===== src/rtl/multdiv_ctrl.sv =====
// multdiv_ctrl: multicycle signed 32-bit multiply / divide unit for the execute stage.
// One carry-lookahead adder is time-shared across all states: Booth radix-2
// multiplication (32 iterations) and restoring division with sign fix-up on entry and exit.
//
// Ports:
//   clock          rising-edge clock
//   reset_n        asynchronous active-low reset
//   ctrl_MULT      1-cycle start pulse, multiply (wins when both pulses are high)
//   ctrl_DIV       1-cycle start pulse, divide
//   data_operandA  multiplicand / dividend, sampled on the start edge
//   data_operandB  multiplier / divisor, sampled on the start edge
//   data_result    product low word / quotient, held until the next completion
//   data_exception product overflow, divide-by-zero, or 0x80000000 / -1
//   data_resultRDY 1-cycle result-valid strobe
//   busy           high while an operation is in flight
//
// cla32 is the shared 32-bit carry-lookahead adder. It uses 4-bit lookahead groups
// chained group to group. ovf is the signed overflow of S = A + B + Cin.

module cla32 (
  input  logic [31:0] A,
  input  logic [31:0] B,
  input  logic        Cin,
  output logic [31:0] S,
  output logic        ovf
);
  logic [31:0] p_s;
  logic [31:0] g_s;
  logic [32:0] c_s;

  // bit propagate / generate terms
  always_comb begin
    p_s = A ^ B;
    g_s = A & B;
  end

  // group lookahead carries, evaluated group by group in a single block
  always_comb begin
    c_s = 33'd0;
    c_s[0] = Cin;
    for (int k = 0; k < 8; k++) begin
      c_s[4*k+1] = g_s[4*k] | (p_s[4*k] & c_s[4*k]);
      c_s[4*k+2] = g_s[4*k+1] | (p_s[4*k+1] & g_s[4*k])
                 | (p_s[4*k+1] & p_s[4*k] & c_s[4*k]);
      c_s[4*k+3] = g_s[4*k+2] | (p_s[4*k+2] & g_s[4*k+1])
                 | (p_s[4*k+2] & p_s[4*k+1] & g_s[4*k])
                 | (p_s[4*k+2] & p_s[4*k+1] & p_s[4*k] & c_s[4*k]);
      c_s[4*k+4] = g_s[4*k+3] | (p_s[4*k+3] & g_s[4*k+2])
                 | (p_s[4*k+3] & p_s[4*k+2] & g_s[4*k+1])
                 | (p_s[4*k+3] & p_s[4*k+2] & p_s[4*k+1] & g_s[4*k])
                 | (p_s[4*k+3] & p_s[4*k+2] & p_s[4*k+1] & p_s[4*k] & c_s[4*k]);
    end
  end

  // sum and signed overflow
  always_comb begin
    S   = p_s ^ c_s[31:0];
    ovf = c_s[31] ^ c_s[32];
  end
endmodule

module multdiv_ctrl #(
  parameter int WIDTH = 32,
  parameter int CNT_W = 5
) (
  input  logic             clock,
  input  logic             reset_n,
  input  logic             ctrl_MULT,
  input  logic             ctrl_DIV,
  input  logic [WIDTH-1:0] data_operandA,
  input  logic [WIDTH-1:0] data_operandB,
  output logic [WIDTH-1:0] data_result,
  output logic             data_exception,
  output logic             data_resultRDY,
  output logic             busy
);
  typedef enum logic [2:0] {
    IDLE        = 3'd0,
    MUL         = 3'd1,
    DIV_NEG_IN  = 3'd2,
    DIV         = 3'd3,
    DIV_NEG_OUT = 3'd4,
    DONE        = 3'd5
  } state_t;

  localparam logic [WIDTH-1:0] MIN_NEG  = {1'b1, {(WIDTH-1){1'b0}}};
  localparam logic [WIDTH-1:0] ALL_ONES = {WIDTH{1'b1}};
  localparam logic [CNT_W-1:0] CNT_LAST = {CNT_W{1'b1}};

  state_t           state_r;
  logic [CNT_W-1:0] cnt_r;
  logic [WIDTH-1:0] acc_r;      // Booth high word, or division remainder
  logic [WIDTH-1:0] q_r;        // Booth multiplier / low word, or quotient
  logic             q1_r;       // Booth q_{-1}
  logic [WIDTH-1:0] opa_r;
  logic [WIDTH-1:0] opb_r;
  logic             dbz_r;      // divide-by-zero seen; completes on the next edge
  logic [WIDTH-1:0] result_r;
  logic             exc_r;
  logic             rdy_r;
  logic             busy_r;

  logic [WIDTH-1:0] add_a_s;
  logic [WIDTH-1:0] add_b_s;
  logic             add_cin_s;
  logic [WIDTH-1:0] sum_s;
  logic             ovf_s;
  logic             c32_s;
  logic [WIDTH-1:0] rsh_s;
  logic [WIDTH-1:0] acc_shift_s;
  logic [WIDTH-1:0] q_shift_s;
  logic [WIDTH-1:0] q_fix_s;

  cla32 u_cla (
    .A   (add_a_s),
    .B   (add_b_s),
    .Cin (add_cin_s),
    .S   (sum_s),
    .ovf (ovf_s)
  );

  // adder operand / carry-in selection by state
  always_comb begin
    add_a_s   = {WIDTH{1'b0}};
    add_b_s   = {WIDTH{1'b0}};
    add_cin_s = 1'b0;
    case (state_r)
      MUL: begin
        add_a_s = acc_r;
        case ({q_r[0], q1_r})
          2'b01: begin
            add_b_s   = opa_r;
            add_cin_s = 1'b0;
          end
          2'b10: begin
            add_b_s   = ~opa_r;
            add_cin_s = 1'b1;
          end
          default: begin
            add_b_s   = {WIDTH{1'b0}};
            add_cin_s = 1'b0;
          end
        endcase
      end
      DIV_NEG_IN: begin
        add_a_s   = ~opa_r;
        add_cin_s = 1'b1;
      end
      DIV: begin
        add_a_s = rsh_s;
        // a negative divisor is already minus its magnitude, so add it directly
        if (opb_r[WIDTH-1]) begin
          add_b_s   = opb_r;
          add_cin_s = 1'b0;
        end else begin
          add_b_s   = ~opb_r;
          add_cin_s = 1'b1;
        end
      end
      DIV_NEG_OUT: begin
        add_a_s   = ~q_r;
        add_cin_s = 1'b1;
      end
      default: begin
        add_a_s   = {WIDTH{1'b0}};
        add_b_s   = {WIDTH{1'b0}};
        add_cin_s = 1'b0;
      end
    endcase
  end

  // derived datapath terms: carry-out, shifted values, final quotient sign fix
  always_comb begin
    c32_s = (add_a_s[WIDTH-1] & add_b_s[WIDTH-1])
          | ((add_a_s[WIDTH-1] ^ add_b_s[WIDTH-1]) & ~sum_s[WIDTH-1]);
    rsh_s = {acc_r[WIDTH-2:0], q_r[WIDTH-1]};
    // S31^ovf is the true sign of the 33-bit acc+-M, correct even for M = 0x80000000
    acc_shift_s = {sum_s[WIDTH-1] ^ ovf_s, sum_s[WIDTH-1:1]};
    q_shift_s   = {sum_s[0], q_r[WIDTH-1:1]};
    if (opa_r[WIDTH-1] ^ opb_r[WIDTH-1]) begin
      q_fix_s = sum_s;
    end else begin
      q_fix_s = q_r;
    end
  end

  // control FSM, working registers and registered outputs
  always_ff @(posedge clock or negedge reset_n) begin
    if (!reset_n) begin
      state_r  <= IDLE;
      cnt_r    <= {CNT_W{1'b0}};
      acc_r    <= {WIDTH{1'b0}};
      q_r      <= {WIDTH{1'b0}};
      q1_r     <= 1'b0;
      opa_r    <= {WIDTH{1'b0}};
      opb_r    <= {WIDTH{1'b0}};
      dbz_r    <= 1'b0;
      result_r <= {WIDTH{1'b0}};
      exc_r    <= 1'b0;
      rdy_r    <= 1'b0;
      busy_r   <= 1'b0;
    end else begin
      rdy_r <= 1'b0;
      dbz_r <= 1'b0;
      if (ctrl_MULT || ctrl_DIV) begin
        // a start in any state abandons whatever was in flight
        opa_r <= data_operandA;
        opb_r <= data_operandB;
        cnt_r <= {CNT_W{1'b0}};
        acc_r <= {WIDTH{1'b0}};
        q1_r  <= 1'b0;
        q_r   <= data_operandB;
        if (ctrl_MULT) begin
          state_r <= MUL;
          busy_r  <= 1'b1;
        end else if (data_operandB == {WIDTH{1'b0}}) begin
          // divide-by-zero never looks busy; it completes on the next edge
          state_r <= IDLE;
          dbz_r   <= 1'b1;
          busy_r  <= 1'b0;
        end else begin
          state_r <= DIV_NEG_IN;
          busy_r  <= 1'b1;
        end
      end else begin
        case (state_r)
          IDLE: begin
            if (dbz_r) begin
              state_r  <= DONE;
              result_r <= {WIDTH{1'b0}};
              exc_r    <= 1'b1;
              rdy_r    <= 1'b1;
            end
            busy_r <= 1'b0;
          end
          MUL: begin
            acc_r <= acc_shift_s;
            q_r   <= q_shift_s;
            q1_r  <= q_r[0];
            cnt_r <= cnt_r + {{(CNT_W-1){1'b0}}, 1'b1};
            if (cnt_r == CNT_LAST) begin
              state_r  <= DONE;
              busy_r   <= 1'b0;
              rdy_r    <= 1'b1;
              result_r <= q_shift_s;
              // product overflows when the high word is not the low word's sign extension
              exc_r    <= (acc_shift_s != {WIDTH{sum_s[0]}});
            end
          end
          DIV_NEG_IN: begin
            // 0x80000000 negates to itself, which reads correctly as unsigned 2^31
            if (opa_r[WIDTH-1]) begin
              q_r <= sum_s;
            end else begin
              q_r <= opa_r;
            end
            acc_r   <= {WIDTH{1'b0}};
            cnt_r   <= {CNT_W{1'b0}};
            state_r <= DIV;
          end
          DIV: begin
            if (c32_s) begin
              acc_r <= sum_s;
            end else begin
              acc_r <= rsh_s;
            end
            q_r   <= {q_r[WIDTH-2:0], c32_s};
            cnt_r <= cnt_r + {{(CNT_W-1){1'b0}}, 1'b1};
            if (cnt_r == CNT_LAST) begin
              state_r <= DIV_NEG_OUT;
            end
          end
          DIV_NEG_OUT: begin
            q_r      <= q_fix_s;
            result_r <= q_fix_s;
            exc_r    <= (opa_r == MIN_NEG) && (opb_r == ALL_ONES);
            state_r  <= DONE;
            busy_r   <= 1'b0;
            rdy_r    <= 1'b1;
          end
          DONE: begin
            state_r <= IDLE;
            busy_r  <= 1'b0;
          end
          default: begin
            state_r <= IDLE;
            busy_r  <= 1'b0;
          end
        endcase
      end
    end
  end

  // outputs come straight from registers
  always_comb begin
    data_result    = result_r;
    data_exception = exc_r;
    data_resultRDY = rdy_r;
    busy           = busy_r;
  end
endmodule


===== config.mk =====
export PLATFORM = sky130hd
export DESIGN_NAME = multdiv_ctrl
export DESIGN_NICKNAME = d
export VERILOG_FILES = /design/src/rtl/multdiv_ctrl.sv
export SDC_FILE = /design/constraint.sdc
export NUM_CORES = 1
export LEC_CHECK = 0
export BUFFER_PORTS_ARGS = -buffer_cell sky130_fd_sc_hd__buf_2
export CORE_MARGIN = 2
export CORE_UTILIZATION = 59
export CTS_BUF_LIST = sky130_fd_sc_hd__clkbuf_4 sky130_fd_sc_hd__clkbuf_8
export DETAILED_ROUTE_END_ITERATION = 10
export HOLD_SLACK_MARGIN = 0.12
export PLACE_DENSITY = 0.91
export SLEW_MARGIN = 20
export SYNTH_ARGS = -nofsm -noshare
export SYNTH_HDL_FRONTEND = slang
export SYNTH_HIERARCHICAL = 1
export SYNTH_SLANG_ARGS = --single-unit

===== constraint.sdc =====
create_clock -name clock -period 5.3 [get_ports clock]
set_input_delay 0.265 -clock clock [delete_from_list [all_inputs] [get_ports clock]]
set_output_delay 0.265 -clock clock [all_outputs]
set_load 0.01 [all_outputs]

Yosys cells after proc, flatten, opt, wreduce, memory -nomap -nowiden:

Index checks and enable logic that the tools add are counted.

* register bits: 173
* input bits: 68
* output and inout bits: 35

* add/subtract/negate cells: 1
* eq/ne operators: 16
* muxes and demuxes: 43
* bitwise operators: 223
* reductions and logical operators: 15

Operator list (number)
* two-way mux 32 bit: 8
* one-hot mux 32 bit (4 select lines): 2
* one-hot mux 32 bit (3 select lines): 2
* bitwise AND 1 bit: 130
* one-hot mux 32 bit (2 select lines): 2
* inverter 32 bit: 3
* OR 1 bit: 81
* == test 32 bit (second input constant): 2
* bitwise XOR 32 bit: 2
* bitwise AND 32 bit: 1
* logical NOT 32 bit: 1
* != test 32 bit: 1
* two-way mux 1 bit: 16
* one-hot mux 3 bit (5 select lines): 1
* two-way mux 3 bit: 4
* one-hot mux 5 bit (2 select lines): 1
* != test 3 bit (second input constant): 3
* one-hot mux 1 bit (3 select lines): 3
* == test 3 x 2 -> 1 bit (second input constant): 2
* nonzero test 3 bit: 2
* OR reduction 2 bit: 3
* adder 5 x 1 -> 5 bit (second input constant): 1
* == test 5 bit (second input constant): 1
* two-way mux 5 bit: 1
* 19 further kinds: 25

Longest topological paths before layout:

* word-level depth: 30
* gate-level depth with buffers: 23
* gate-level depth less buffers: 19

By module:

Netlist, hierarchy kept.

By module, submodules not included
* multdiv_ctrl: times used 1, cells an instance 1458, area each 11243.3 µm², sequential area each 4329.2 µm²
* cla32: times used 1, cells an instance 170, area each 1411.4 µm², sequential area each 0.0 µm²

Worst setup path after synthesis:

No wires, ideal clock.

* path type: reg-to-reg
* from: reg state_r[1]
* to: reg exc_r (netlist: data_exception)
* arrival: 4526 ps
* data required time: 5172 ps
* path slack: 647 ps
* stages on the path, launching flop included: 21
* clock period less this slack: 4653 ps
* cell sequence: dfrtp_1 buf_4 buf_6 or3b_1 buf_2 clkbuf_1 o22ai_1 ha_1 and4_4 nor2b_1 a311oi_4 o21bai_4 a211oi_2 o21ai_0 fa_1 xor2_1 or4_1 nor2_1 o21ai_0 nor4_1 o21ai_1

* elaborated cells on any way between the ends: 229
* classes of those cells: eq/ne: 7; mux: 5; bitwise: 213; reduce/logical: 4

RTL lines
* from (decl): RTL line 90 `state_t state_r;`
* from (signal assigned): RTL line 190 `state_r <= IDLE;`
* from (signal assigned): RTL line 214 `state_r <= MUL;`
* from (signal assigned): RTL line 218 `state_r <= IDLE;`
* == test 3 x 2 -> 1 bit / == test 3 x 1 -> 1 bit (equally long branches): RTL line 127 `case (state_r)`
* one-hot mux 32 bit (2 select lines) *: RTL line 127
* net add_b_s[4]: RTL line 104 `logic [WIDTH-1:0] add_b_s;`
* bitwise AND 32 bit / bitwise XOR 32 bit (equally long branches): RTL line 34, 33
* bitwise AND 1 bit, on equally long branches: RTL line 50, 51
* OR 1 bit / bitwise AND 1 bit (equally long branches): RTL line 50, 51
* OR 1 bit *: RTL line 51 `| (p_s[4*k+3] & p_s[4*k+2] & p_s[4*k+1] & p_s[4*k] & c_s[4*k]);`
* bitwise AND 1 bit *: RTL line 51
* [... 8 more ...]
* OR 1 bit *: RTL line 51
* bitwise AND 1 bit *: RTL line 42 `c_s[4*k+1] = g_s[4*k] | (p_s[4*k] & c_s[4*k]);`
* OR 1 bit *: RTL line 42
* bitwise XOR 32 bit *: RTL line 57 `S = p_s ^ c_s[31:0];`
* net sum_s[29]: RTL line 106 `logic [WIDTH-1:0] sum_s;`
* != test 32 bit *: RTL line 247 `exc_r <= (acc_shift_s != {WIDTH{sum_s[0]}});`
* two-way mux 1 bit *: RTL line 241 `if (cnt_r == CNT_LAST) begin`
* one-hot mux 1 bit (3 select lines) *: RTL line 226 `case (state_r)`
* to (signal assigned): RTL line 247
* to (signal assigned): RTL line 276 `exc_r <= (opa_r == MIN_NEG) && (opb_r == ALL_ONES);`
* to (decl): RTL line 99 `logic exc_r;`

The timed path passes the listed nets; every way through them passes the cells marked *. The select of a mux whose other input is x is not followed.
A chain may end at the register's enable or synchronous reset.

Final worst setup path:

* from: reg state_r[1]
* to: reg exc_r (netlist: data_exception)

* elaborated cells on any way between the ends: 229
* classes of those cells: eq/ne: 7; mux: 5; bitwise: 213; reduce/logical: 4

RTL lines
* == test 3 bit, or another cell as far along: RTL line 127
* one-hot mux 32 bit (4 select lines) *: RTL line 127
* net add_a_s[15]: RTL line 103 `logic [WIDTH-1:0] add_a_s;`
* bitwise XOR 32 bit: RTL line 33 `p_s = A ^ B;`
* bitwise AND 1 bit, on equally long branches
* OR 1 bit, or another cell as far along: RTL line 48 `c_s[4*k+4] = g_s[4*k+3] | (p_s[4*k+3] & g_s[4*k+2])`
* OR 1 bit, or another cell as far along: RTL line 49 `| (p_s[4*k+3] & p_s[4*k+2] & g_s[4*k+1])`
* OR 1 bit / bitwise AND 1 bit (equally long branches): RTL line 50, 51
* [... 6 more ...]
* OR 1 bit *: RTL line 51
* bitwise AND 1 bit *: RTL line 42
* OR 1 bit *: RTL line 42
* bitwise XOR 32 bit *: RTL line 57
* net sum_s[29]: RTL line 106
* != test 32 bit *: RTL line 247
* two-way mux 1 bit *: RTL line 241
* one-hot mux 1 bit (3 select lines) *: RTL line 226

Marked as above.

==> flow_summary.json <==
{
  "status": "completed",
  "ctsRootBufferMaster": "clkbuf_8",
  "synth_edf_count": 0,
  "grt_pass1_wl_um": 66900,
  "vias": 13437,
  "slew_viol_final": 0,
  "multi_input_area_um2": 7750,
  "reg2reg_to": "data_exception",
  "slew-limit-headroom": 0.222,
  "path_class": "reg -> reg",
  "fin_util": 0.692,
  "area_growth_pct": 14.9,
  "clk_pin_slew_ns": 0.10,
  "ys_async_sr_fraction": 1.00,
  "final_common_cell": "nand2_1",
  "required_ns": 5.65,
  "crit_slowest_cell": "or4_1",
  "drtPass1Iterations": 6,
  "clk_path_buf_depth": 2,
  "grt_remaining_overflow": 0,
  "netlist_area_um2": 12700,
  "startpoint_type": "flip-flop",
  "yosysSeqAreaShare": 0.342,
  "grt_pass1_vias": 13084,
  "synth_cell_type_count": 69,
  "wirelength_um": 41900,
  "arrival_ns": 5.30,
  "route.detailed.drc": 0,
  "cts_buffers": 17,
  "worst-path-buf-inv": 2,
  "cap_viol_max_count": 0,
  "initial_utilization": 0.602,
  "reg2reg_slack_ns": 0.35,
  "critical_path.top_delay_family": "compound AO/OA/AOI/OAI gates",
  "rsz0062_at_grt": "no",
  "synth_ff_type": "dfrtp_1",
  "power_leakage_nw": 6.48,
  "max_freq_mhz": 202,
  "via_per_inst": 6.62,
  "worstPathCellList": "buf_4, nor2_2, nand2_2, buf_12, o211ai_1, ha_1, and2_4, a221o_1, a21oi_1, a21oi_1, a211oi_2, o21ai_0, fa_1, xor2_1, or4_1, nor2_1, o21ai_0, nor4_1, o21ai_1",
  "ios": 103,
  "synth.avg_cell_area_um2": 7.77,
  "peakVddDrop_mv": 0.209,
  "dp_hpwl_um": 27100,
  "drive_gt1_frac": 0.140,
  "clkLatencyLatePin_ns": 0.49,
  "setup_violations": 0,
  "drtIter0Drc": 1844,
  "core_um2": 21000,
  "worstPathMaxFanout": 27,
  "n_fill_cell": 1607,
  "hold_path.class": "in -> async",
  "syn_inst": 1628,
  "die_area_um2": 22600,
  "track_usage": 0.376,
  "final_cell_mix": "nand2_1, a21oi_1, dfrtp_1",
  "gp_congestion": 0.986,
  "fin_crit_sh": 0.934,
  "cts_sinks": 173,
  "die_w_um": 150,
  "wl_per_cell_um": 20.6,
  "num_rows": 53,
  "worst_slew_pin_slew_ns": 1.16,
  "fin_skew_ns": 0.0182,
  "io_buffers": 102,
  "ff2ff_path_depth": 19,
  "fin_crit_ns": 4.95,
  "power.density_nw_per_um2": 274,
  "syn_nets": 1740,
  "h-tree-depth": 4,
  "cp-end-kind": "flip-flop",
  "cts_tree": "yes",
  "ys_ff_latch": 173,
  "antenna_found_initial": 2,
  "finalSetupTns_ns": 0,
  "finalHoldViolCount": 0,
  "nets": 1854,
  "post-cts-setup-buffers": 0,
  "ys_warn_count": 6,
  "slowest_delay_ns": 0.50,
  "drtAntennaViolNets": 0,
  "grt_max_degree": 100,
  "die_h_um": 150,
  "r2r_start": "state_r[1]",
  "hold_ws_ns": 0.391,
  "regArea_um2": 4330
}
-- flip-flops by register name (all words and copies together), names as in the netlist --
register	cells
busy	1
opb_r	32
state_r	3
data_result	32
data_exception	1
acc_r	32
q1_r	1
data_resultRDY	1
opa_r	32
dbz_r	1
q_r	32
cnt_r	5
-- layout make-up --
cell class | instances | share of cell area
multi-input cells | 1314 | 0.533
flip-flops and latches | 173 | 0.298
repair buffers | 219 | 0.114
well taps | 275 | 0.0237
clock buffers | 19 | 0.0176
clock inverters | 13 | 0.00904
inverters | 17 | 0.00439
diodes | 1 | 0.000172
-- synth_stat cells (28+ instances only) --
| cell | count | area (um2) |
|---|---|---|
| o21ai_1 | 59 | 295 |
| dfrtp_1 | 173 | 4330 |
| o22ai_1 | 37 | 231 |
| a22oi_1 | 32 | 240 |
| o22a_1 | 29 | 254 |
| nor3b_1 | 28 | 210 |
| clkbuf_1 | 54 | 203 |
| o21ai_0 | 112 | 561 |
| nor2_1 | 98 | 368 |
| mux2i_1 | 32 | 320 |
| ha_1 | 36 | 450 |
| mux2_2 | 31 | 349 |
| buf_2 | 37 | 185 |
| o211ai_1 | 32 | 240 |
| xor2_1 | 47 | 412 |
| a21oi_1 | 178 | 891 |
| nand2_1 | 400 | 1500 |
-- worst reg2reg max path: stages, from the launching register on --
cell	delay (ns)
dfrtp_2	0.49
buf_4	0.20
nor2_2	0.20
nand2_2	0.21
buf_12	0.22
o211ai_1	0.24
ha_1	0.32
and2_4	0.20
a221o_1	0.36
a21oi_1	0.21
a21oi_1	0.13
a211oi_2	0.30
o21ai_0	0.16
fa_1	0.39
xor2_1	0.18
or4_1	0.50
nor2_1	0.09
o21ai_0	0.08
nor4_1	0.21
o21ai_1	0.13
-- worst max-delay path by stage --
| stage | from | endpoint | slack (ns) | depth (start not counted) |
|---|---|---|---|---|
| floorplan | state_r[1] | data_exception | 0.65 | 20 |
| global placement | q_r[0] | data_exception | 0.46 | 18 |
| global route | state_r[1] | data_exception | 0.02 | 19 |
| finish | state_r[1] | data_exception | 0.35 | 19 |
| detailed placement | q_r[0] | data_exception | 0.34 | 18 |
| CTS | q_r[0] | data_exception | 0.32 | 18 |
-- what timing repair did --
item,4_1_cts,5_1_grt
hold buffers,68,0
gates resized for setup,0,4
endpoints found under the setup margin,0,2
endpoints found under the hold margin,164,0
-- metrics by stage --
stage	instances	worst slack (ns)	total power, W	cell area (um2)
after detailed placement	1929	0.342	0.00294	13400
final	2031	0.352	0.00398	14500
after floorplan	1628	0.647	0.00251	12700
after global placement	1929	0.457	0.00290	13400
after CTS	2029	0.315	0.00392	14500
after global routing	2030	0.0202	0.00416	14500
-- report_power, final --
part | internal, W | total [W] | switching (W)
clock | 0.000400 | 0.000959 | 0.000559
sequential | 0.00142 | 0.00160 | 0.000179
combinational | 0.000583 | 0.00142 | 0.000839
total | 0.00241 | 0.00398 | 0.00158
-- logic make-up after synthesis --
group                    Yosys count  share of synthesized area
AO/OA/AOI/OAI                    531                      0.250
XOR/XNOR                          58                     0.0401
adder cells (fa/ha/maj)           45                     0.0490
buffers and inverters            141                     0.0511
flip-flops                       173                      0.342
multiplexers                      64                     0.0538
AND/OR/NAND/NOR                  616                      0.214
-- metal layers --
metal,global-route usage,share of wire,vias up
met2,0.589,0.46,920
li1,-,-,5991
met5,0,0,-
met4,0.180,0.038,0
met3,0.0870,0.11,175
met1,0.491,0.39,6351
(Power assumes the default switching activity.)
